<file path="config.mk">
export PLATFORM = sky130hd
export DESIGN_NAME = dds_sweep_ctrl
export DESIGN_NICKNAME = d
export VERILOG_FILES = /design/src/rtl/dds_sweep_ctrl.sv
export SDC_FILE = /design/constraint.sdc
export NUM_CORES = 1
export LEC_CHECK = 0
export ABC_AREA = 0
export ABC_CLOCK_PERIOD_IN_PS = 8900
export BUFFER_PORTS_ARGS = -buffer_cell sky130_fd_sc_hd__clkbuf_2
export CAP_MARGIN = 20
export CORE_MARGIN = 2
export CORE_UTILIZATION = 54
export CTS_BUF_LIST = sky130_fd_sc_hd__clkbuf_16
export CTS_CLUSTER_DIAMETER = 100
export DETAILED_ROUTE_END_ITERATION = 8
export PLACE_DENSITY = 0.73
export SKIP_LAST_GASP = 1
export SLEW_MARGIN = 20
export SYNTH_ARGS = -nofsm -noshare
export SYNTH_HDL_FRONTEND = slang
export SYNTH_SLANG_ARGS = --single-unit
</file>
<file path="constraint.sdc">
create_clock -name clk -period 8.9 [get_ports clk]
set_input_delay 1.78 -clock clk [delete_from_list [all_inputs] [get_ports clk]]
set_output_delay 1.78 -clock clk [all_outputs]
set_load 0.01 [all_outputs]
</file>
<file path="src/rtl/dds_sweep_ctrl.sv">
// DDS frequency sweep controller: steps a frequency word from f_start toward
// f_stop with a programmable dwell, in single, sawtooth or triangle mode.
module dds_sweep_ctrl #(
    parameter int unsigned FW_W = 26,
    parameter int unsigned DW_W = 24
) (
    input  logic            clk,
    input  logic            rst_n,
    input  logic            start,
    input  logic            stop,
    input  logic [1:0]      mode,
    input  logic [FW_W-1:0] f_start,
    input  logic [FW_W-1:0] f_stop,
    input  logic [FW_W-1:0] f_step,
    input  logic [DW_W-1:0] dwell,
    output logic [FW_W-1:0] f_word,
    output logic            f_vld,
    output logic            phase_clr,
    output logic            busy,
    output logic            wrap,
    output logic            done
);

    localparam int unsigned SW_W = FW_W + 1;

    localparam logic [1:0] MODE_SINGLE   = 2'd0;
    localparam logic [1:0] MODE_SAWTOOTH = 2'd1;
    localparam logic [1:0] MODE_TRIANGLE = 2'd2;

    typedef enum logic [1:0] {
        IDLE  = 2'd0,
        DWELL = 2'd1,
        STEP  = 2'd2
    } state_t;

    state_t          state;
    logic [1:0]      mode_l;
    logic [FW_W-1:0] f_start_l;
    logic [FW_W-1:0] f_stop_l;
    logic [FW_W-1:0] f_step_l;
    logic [DW_W-1:0] dwell_l;
    logic [DW_W-1:0] cnt;
    logic            rev;
    logic            deg;

    logic            up0_c;
    logic            at_end_c;
    logic            s_up_c;
    logic [FW_W-1:0] tgt_c;
    logic [FW_W-1:0] s_end_c;
    logic [SW_W-1:0] sum_c;
    logic [SW_W-1:0] diff_c;
    logic [FW_W-1:0] nxt_c;
    logic [DW_W-1:0] cnt_rld_c;

    // Next word toward the active endpoint; at an endpoint the step is taken
    // toward the opposite endpoint (used only by the triangle turnaround).
    always_comb begin
        up0_c     = (f_start_l <= f_stop_l);
        tgt_c     = rev ? f_start_l : f_stop_l;
        at_end_c  = (f_word == tgt_c);
        s_up_c    = (up0_c ^ rev) ^ at_end_c;
        s_end_c   = (rev ^ at_end_c) ? f_start_l : f_stop_l;
        sum_c     = {1'b0, f_word} + {1'b0, f_step_l};
        diff_c    = {1'b0, f_word} - {1'b0, f_step_l};
        nxt_c     = f_word;
        if (s_up_c) begin
            if (sum_c[FW_W] || (sum_c[FW_W-1:0] >= s_end_c)) nxt_c = s_end_c;
            else                                            nxt_c = sum_c[FW_W-1:0];
        end else begin
            if (diff_c[FW_W] || (diff_c[FW_W-1:0] <= s_end_c)) nxt_c = s_end_c;
            else                                              nxt_c = diff_c[FW_W-1:0];
        end
        cnt_rld_c = (dwell_l == '0) ? '0 : dwell_l - DW_W'(1);
    end

    // Sweep FSM with registered word, status and one-cycle pulses.
    always_ff @(posedge clk or negedge rst_n) begin
        if (!rst_n) begin
            state     <= IDLE;
            f_word    <= '0;
            f_vld     <= 1'b0;
            phase_clr <= 1'b0;
            busy      <= 1'b0;
            wrap      <= 1'b0;
            done      <= 1'b0;
            mode_l    <= '0;
            f_start_l <= '0;
            f_stop_l  <= '0;
            f_step_l  <= '0;
            dwell_l   <= '0;
            cnt       <= '0;
            rev       <= 1'b0;
            deg       <= 1'b0;
        end else begin
            f_vld     <= 1'b0;
            phase_clr <= 1'b0;
            wrap      <= 1'b0;
            done      <= 1'b0;
            case (state)
                IDLE: begin
                    if (start && !stop) begin
                        mode_l    <= (mode == 2'd3) ? MODE_SINGLE : mode;
                        f_start_l <= f_start;
                        f_stop_l  <= f_stop;
                        f_step_l  <= f_step;
                        dwell_l   <= dwell;
                        cnt       <= (dwell == '0) ? '0 : dwell - DW_W'(1);
                        deg       <= (f_step == '0) || (f_start == f_stop);
                        rev       <= 1'b0;
                        f_word    <= f_start;
                        f_vld     <= 1'b1;
                        phase_clr <= 1'b1;
                        busy      <= 1'b1;
                        state     <= DWELL;
                    end
                end
                DWELL, STEP: begin
                    if (stop) begin
                        busy  <= 1'b0;
                        state <= IDLE;
                    end else if (cnt != '0) begin
                        cnt <= cnt - DW_W'(1);
                    end else begin
                        cnt   <= cnt_rld_c;
                        state <= DWELL;
                        if (deg) begin
                            if (mode_l == MODE_SINGLE) begin
                                done  <= 1'b1;
                                busy  <= 1'b0;
                                state <= IDLE;
                            end else begin
                                wrap <= 1'b1;
                            end
                        end else if (at_end_c) begin
                            case (mode_l)
                                MODE_SAWTOOTH: begin
                                    f_word    <= f_start_l;
                                    f_vld     <= 1'b1;
                                    phase_clr <= 1'b1;
                                    wrap      <= 1'b1;
                                end
                                MODE_TRIANGLE: begin
                                    f_word <= nxt_c;
                                    f_vld  <= (nxt_c != f_word);
                                    rev    <= ~rev;
                                    wrap   <= 1'b1;
                                end
                                default: begin
                                    done  <= 1'b1;
                                    busy  <= 1'b0;
                                    state <= IDLE;
                                end
                            endcase
                        end else begin
                            f_word <= nxt_c;
                            f_vld  <= (nxt_c != f_word);
                        end
                    end
                end
                default: begin
                    busy  <= 1'b0;
                    state <= IDLE;
                end
            endcase
        end
    end

endmodule

</file>
== Yosys cells after proc, flatten, opt, wreduce, memory -nomap -nowiden ==
Cells that the tools add are included.

* Output and inout port bits: 31
* Flip-flop bits (word level): 163
* Input bits: 108
* Logic and storage cells: 135

* Muxes and demuxes: 69
* $lt $le $gt $ge: 3
* Bitwise operators: 4
* Equality and inequality tests: 19
* Add/sub/neg operators: 5
* Reduce and logical (&&, ||, !) cells: 20

{| class="wikitable"
|+ Operator list
! kind !! number
|-
| $mux 26 || 10
|-
| $mux 24 || 5
|-
| $pmux 26 s2 || 2
|-
| $sub 24x1->24 const B || 3
|-
| $eq 26x26->1 || 2
|-
| $le 26x26->1 || 2
|-
| $logic_not 24->1 || 2
|-
| $pmux 24 s2 || 1
|-
| $mux 1 || 40
|-
| $add 26x26->27 || 1
|-
| $sub 26x26->27 || 1
|-
| $ge 26x26->1 || 1
|-
| $logic_not 26->1 || 1
|-
| $ne 26x26->1 || 1
|-
| $reduce_bool 24->1 || 1
|-
| $ne 4x4->1 const B || 3
|-
| $mux 2 || 5
|-
| $ne 2x2->1 const B || 5
|-
| $pmux 1 s2 || 5
|-
| $reduce_and 7->1 || 1
|-
| $eq 2x2->1 const B || 3
|-
| $reduce_and 6->1 || 1
|-
| $reduce_and 5->1 || 1
|-
| $eq 2x1->1 const B || 2
|-
| 14 further kinds || 21
|}

== Logic depth before layout (Yosys ltp) ==
* Depth in word-level cells: 15
* Gate-level depth with buffers: 29
* Gate-level depth less buffers: 26

== Worst setup path before layout ==
No wires, ideal clock.

* Path kind: register to register
* From: reg f_word[8]
* To: reg f_vld
* Data arrival time: 5.425 ns
* Setup time: 0.131 ns
* Data required time: 8.769 ns
* Period minus slack after synthesis: 5.556 ns
* Buffers on the path: 2
* Slack: 3.344 ns
* Cell stages (with the launch flop): 25
* Cell sequence: dfrtp_1 -> ha_1 -> clkbuf_1 -> a21oi_1 -> o21ai_0 -> a311o_1 -> o31a_1 -> a21oi_1 -> o21bai_1 -> a21o_1 -> a21oi_1 -> xnor2_1 -> ha_1 -> nand4_1 -> nor4_1 -> o21a_1 -> o221ai_1 -> or3_1 -> buf_6 -> nand2_4 -> o211a_1 -> o2111ai_1 -> or4b_1 -> nor4_1 -> a21oi_1

* Longest elaborated chain between the ends: 14
* Elaborated cells on any way between the ends: 20
* Classes of those cells: add/sub: 2; order compare: 2; eq/ne: 2; mux: 10; bitwise: 2; reduce/logical: 2

{| class="wikitable"
|+ RTL lines
! what !! line !! source
|-
| start: declaration || 16 || <nowiki>output logic [FW_W-1:0] f_word,</nowiki>
|-
| start signal: assignment || 111 || <nowiki>f_word <= f_start;</nowiki>
|-
| start signal: assignment || 138 || <nowiki>f_word <= f_start_l;</nowiki>
|-
| start signal: assignment || 144 || <nowiki>f_word <= nxt_c;</nowiki>
|-
| parallel branches: the longest is 9 deep, another holds $sub 26x26->27 || n/a ||
|-
| $mux 1 * || 135 || <nowiki>end else if (at_end_c) begin</nowiki>
|-
| $mux 1 * || 127 || <nowiki>if (deg) begin</nowiki>
|-
| $mux 1 * || 122 || <nowiki>end else if (cnt != '0) begin</nowiki>
|-
| $mux 1 * || 119 || <nowiki>if (stop) begin</nowiki>
|-
| $pmux 1 s2 * || 100 || <nowiki>case (state)</nowiki>
|-
| end signal: assignment || 145 || <nowiki>f_vld <= (nxt_c != f_word);</nowiki>
|-
| end signal: assignment || 157 || <nowiki>f_vld <= (nxt_c != f_word);</nowiki>
|-
| end: declaration || 17 || <nowiki>output logic f_vld,</nowiki>
|}

Mark *: on every way between the ends.
A chain may end at the register's enable or synchronous reset.

== Final worst setup path ==
* From: reg rev
* To: reg f_vld

* Longest elaborated chain between the ends: 15
* Elaborated cells on any way between the ends: 20
* Classes of those cells: order compare: 2; eq/ne: 2; mux: 11; bitwise: 3; reduce/logical: 2

{| class="wikitable"
|+ RTL lines
! what !! line !! source
|-
| start: declaration || 43 || <nowiki>logic rev;</nowiki>
|-
| start signal: assignment || 146 || <nowiki>rev <= ~rev;</nowiki>
|-
| $mux 26 || 60 || <nowiki>tgt_c = rev ? f_start_l : f_stop_l;</nowiki>
|-
| $eq 26x26->1 || 61 || <nowiki>at_end_c = (f_word == tgt_c);</nowiki>
|-
| $xor 1x1->1 || 63 || <nowiki>s_end_c = (rev ^ at_end_c) ? f_start_l : f_stop_l;</nowiki>
|-
| $mux 26 || 63 ||
|-
| $le 26x26->1 / $ge 26x26->1 (equally long branches) || 71, 68 ||
|-
| $logic_or 1x1->1 (on tied branches) || 71, 68 ||
|-
| $mux 26 (on tied branches) || 71, 68 ||
|-
| $mux 26 || 67 || <nowiki>if (s_up_c) begin</nowiki>
|-
| $ne 26x26->1 || 145, 157 ||
|-
| $pmux 1 s2 || 136 || <nowiki>case (mode_l)</nowiki>
|-
| $mux 1 * || 135 ||
|-
| $mux 1 * || 127 ||
|-
| $mux 1 * || 122 ||
|-
| $mux 1 * || 119 ||
|-
| $pmux 1 s2 * || 100 ||
|}

Every way passes the cells marked *; elsewhere a longest branch is shown, timed or not.

==> impl_metrics.tcl <==
set metrics [dict create \
    tightest_slew_ps 1160 \
    area_growth_pct 10.3 \
    clockBufferDepth 2 \
    via_per_inst 6.52 \
    fin_crit_sh_pct 83.0 \
    routed_wl_um 56900 \
    synth_mux_area_share_pct 7.32 \
    power.density_cell_area_mw_per_mm2 347 \
    wl_per_cell_um 24.1 \
    finalWorstPathRequiredPeriod_ps 7390 \
    regToRegSetupSlack_ps 1510 \
    clock_sinks 162 \
    drive_gt1_share_pct 14.0 \
    ir_drop_uv 235 \
    cp_slowest_cell "dfrtp_2" \
    cp-start-kind "flip-flop" \
    drv_cap 0 \
    gp_congestion 1.07 \
    status "finished clean" \
    critPathMaxFanout 32 \
    coreArea_mm2 0.0285 \
    synthXorXnorAreaFrac_pct 8.98 \
    mappedNetlistArea_mm2 0.0155 \
    slowest_delay_ps 930 \
    yosys_register_bits 162 \
    dieArea_mm2 0.0301 \
    ys_types 89 \
    syn_inst 1874 \
    end_kind "flip-flop" \
    drtPass1Iterations 5 \
    antennaDiodeCount 0 \
    place_hpwl_um 44200 \
    setup_violations 0 \
    grt_max_degree 174 \
    numCtsBuffers 17 \
    syn_nets 2120 \
    grt_pass1_vias 14500 \
    ys_seq_area_share_pct 26.1 \
    ctsRootBufferMaster "clkbuf_16" \
    htreeDepth 4 \
    via_count 15400 \
    tritoncts "done" \
    post_cts_buffers 0 \
    pre_cts_slack_ps 1320 \
    die_x_um 173 \
    setup_tns_ps 0 \
    clock_latency_ps 460 \
    yosys.area_share.simple_pct 16.6 \
    cts.hold.buffers_added 0 \
    holdCritPathClass "reg2reg" \
    synth_top_family_by_area "compound AO/OA/AOI/OAI gates" \
    synth-adder-area-share_pct 11.2 \
    synth-main-ff-cell "dfrtp_1" \
    fin_nets 2208 \
    slew_violations 0 \
    skew_ps 18.2 \
    rsz0062_at_grt "no" \
    drtAntennaViolNets 0 \
    drc 0 \
    crit_top_cell "buf_4" \
    boundaryPins 139 \
    grt_pass1_wl_um 86800 \
    clk_pin_slew_ps 70 \
    setup_ws_ps 1510 \
    die_height_um 173 \
    antenna_found_initial 0 \
    grt-ovfl-total 0 \
    cts_resized 0 \
    grt_use_total_pct 37.6 \
    crit_path_cell_trace "buf_4, mux2i_1, xnor2_1, nor4_4, and4_4, a21oi_4, nor2_4, buf_16, mux2i_1, ha_1, nand4_1, nor4_1, buf_4, a41oi_1, o221ai_1, or3_1, buf_4, o22ai_1, a21oi_1, a2111oi_0, nand4_1, nor4_1, a21oi_1" \
    drt_iter0_markers 1853 \
    clock.fmax_mhz 135 \
    critPathArrivalTime_ps 7730 \
    hold_viol 0 \
    rows 62 \
    portBuffers 138 \
    start_util_pct 54.5 \
    synth_compound_area_share_pct 23.7 \
    synth-edff-count 0 \
    cp_data_required_time_ps 9240 \
    synth_warnings 0 \
    fillers 2579 \
    p_leak_nw 7.51 \
    synth_area_per_cell_um2 8.27 \
    synthArstFlopShare_pct 100 \
    maxSlewHeadroom_pct 22.8 \
    crit_type "reg2reg" \
]
-- worst paths after layout --
check                              from          end  cells after the start
max in group asynchronous         rst_n          rev                      2
worst min-delay path            cnt[12]      cnt[12]                      2
worst min register to register  cnt[12]      cnt[12]                      2
min in group asynchronous         rst_n  f_step_l[2]                      1
worst max-delay path                rev        f_vld                     23
worst max register to register      rev        f_vld                     23
-- cells in the mapped netlist, drive strengths merged, types with 5 or more instances --
cell	instances	share of area, %
inv	142	3.4
ha	136	11
a311oi	6	0.38
a221o	9	0.58
or3	5	0.20
nor3b	6	0.29
mux2	48	3.5
a2111oi	10	0.73
nor3	31	1.2
buf	27	0.98
o211ai	16	0.77
nand4	34	1.5
o31ai	17	0.91
o22ai	27	1.1
nor2	115	2.9
nand2b	19	0.77
mux2i	59	3.8
a221oi	30	1.7
and3	6	0.24
nor2b	19	0.77
xor2	52	2.9
a211oi	23	1.1
nand2	193	4.7
a21o	28	1.4
or4	11	0.53
a21oi	108	3.6
o221ai	9	0.51
a31oi	7	0.28
o2111ai	6	0.34
xnor2	107	6.0
dfrtp	162	26
o21a	11	0.54
and2	5	0.20
clkbuf	67	1.6
nor4	40	1.8
nand3	21	0.68
a22oi	26	1.3
o21bai	16	0.77
o21ai	155	5.0
-- stage by stage --
| step | cells | instance area [µm²] | hold slack (ps) | util [%] | power, mW |
|---|---|---|---|---|---|
| 3_3_place_gp | 2326 | 16500 | 507 | 58.0 | 5.08 |
| 5_1_grt | 2359 | 17100 | 562 | 60.1 | 6.33 |
| 4_1_cts | 2358 | 17100 | 526 | 60.0 | 5.82 |
| 6_report | 2359 | 17100 | 535 | 60.1 | 5.94 |
| 2_1_floorplan | 1874 | 15500 | 472 | - | 3.78 |
| 3_5_place_dp | 2326 | 16500 | 508 | 58.0 | 5.06 |
-- layout make-up --
cell class,instances,area (µm²),area share [%]
multi-input combinational,1476,10600,61.7
sequential,162,4060,23.7
timing repair buffer,163,917,5.36
inverter,142,533,3.12
tap,384,480,2.81
clock buffer,17,425,2.49
clock inverter,15,131,0.768
-- flip-flops by register name (all words and copies together), names as in the netlist --
name and cells:
done 1, dwell_l 24, f_start_l 26, deg 1, wrap 1, state 1, phase_clr 1, busy 1
f_step_l 26, cnt 24, f_vld 1, mode_l 2, f_word 26, rev 1, f_stop_l 26
-- power breakdown --
part	switching (mW)	total, mW	internal [mW]
logic	2.50	3.99	1.49
registers	0.326	1.22	0.898
clock network	0.344	0.732	0.388
-- critical path, delay by kind of cell, from the launching register on --
family,cells,cell delay (ps)
buffers and inverters,4,1050
AO/OA/AOI/OAI,7,1570
multiplexers,2,700
flip-flops,1,930
adder cells (fa/ha/maj),1,350
XOR/XNOR,1,120
AND/OR/NAND/NOR,8,2510
-- layer usage --
metal,global-route usage (%),up-vias,share of wire [%]
met5,0,-,0
met4,14.6,0,3.6
met3,6.67,101,9.1
met2,54.4,786,42
met1,55.6,7487,45
li1,-,7009,-
-- kinds of logic (layout without fill, tap and decap cells) --
kind of cell,count (synthesis),after routing
fa+ha+maj,138,138
simple gates,522,522
xor+xnor,159,159
flops,162,162
mux,107,107
buf+inv,236,337
compound gates,550,550
-- cells in the final DEF (no fill, tap or decap), types with 6 or more instances in the layout --
master	instances
nand3_1	21
inv_1	143
a21o_1	28
o31ai_1	15
nor2b_1	19
nand2b_1	19
ha_1	136
mux2_2	48
o22ai_1	27
a221o_1	9
o21a_1	10
a221oi_1	30
and3_1	6
dfrtp_1	160
nor2_1	110
o211ai_1	16
clkbuf_2	137
xnor2_1	107
a211oi_1	23
o21bai_1	15
nor4_1	36
a31oi_1	7
buf_4	23
a2111oi_0	8
nand2_1	192
xor2_1	52
a22oi_1	26
mux2i_1	58
nand4_1	32
o21ai_0	154
o221ai_1	9
o2111ai_1	6
clkbuf_16	17
a21oi_1	107
or4_1	11
nor3_1	28
Power figures use the tool's default switching activity.
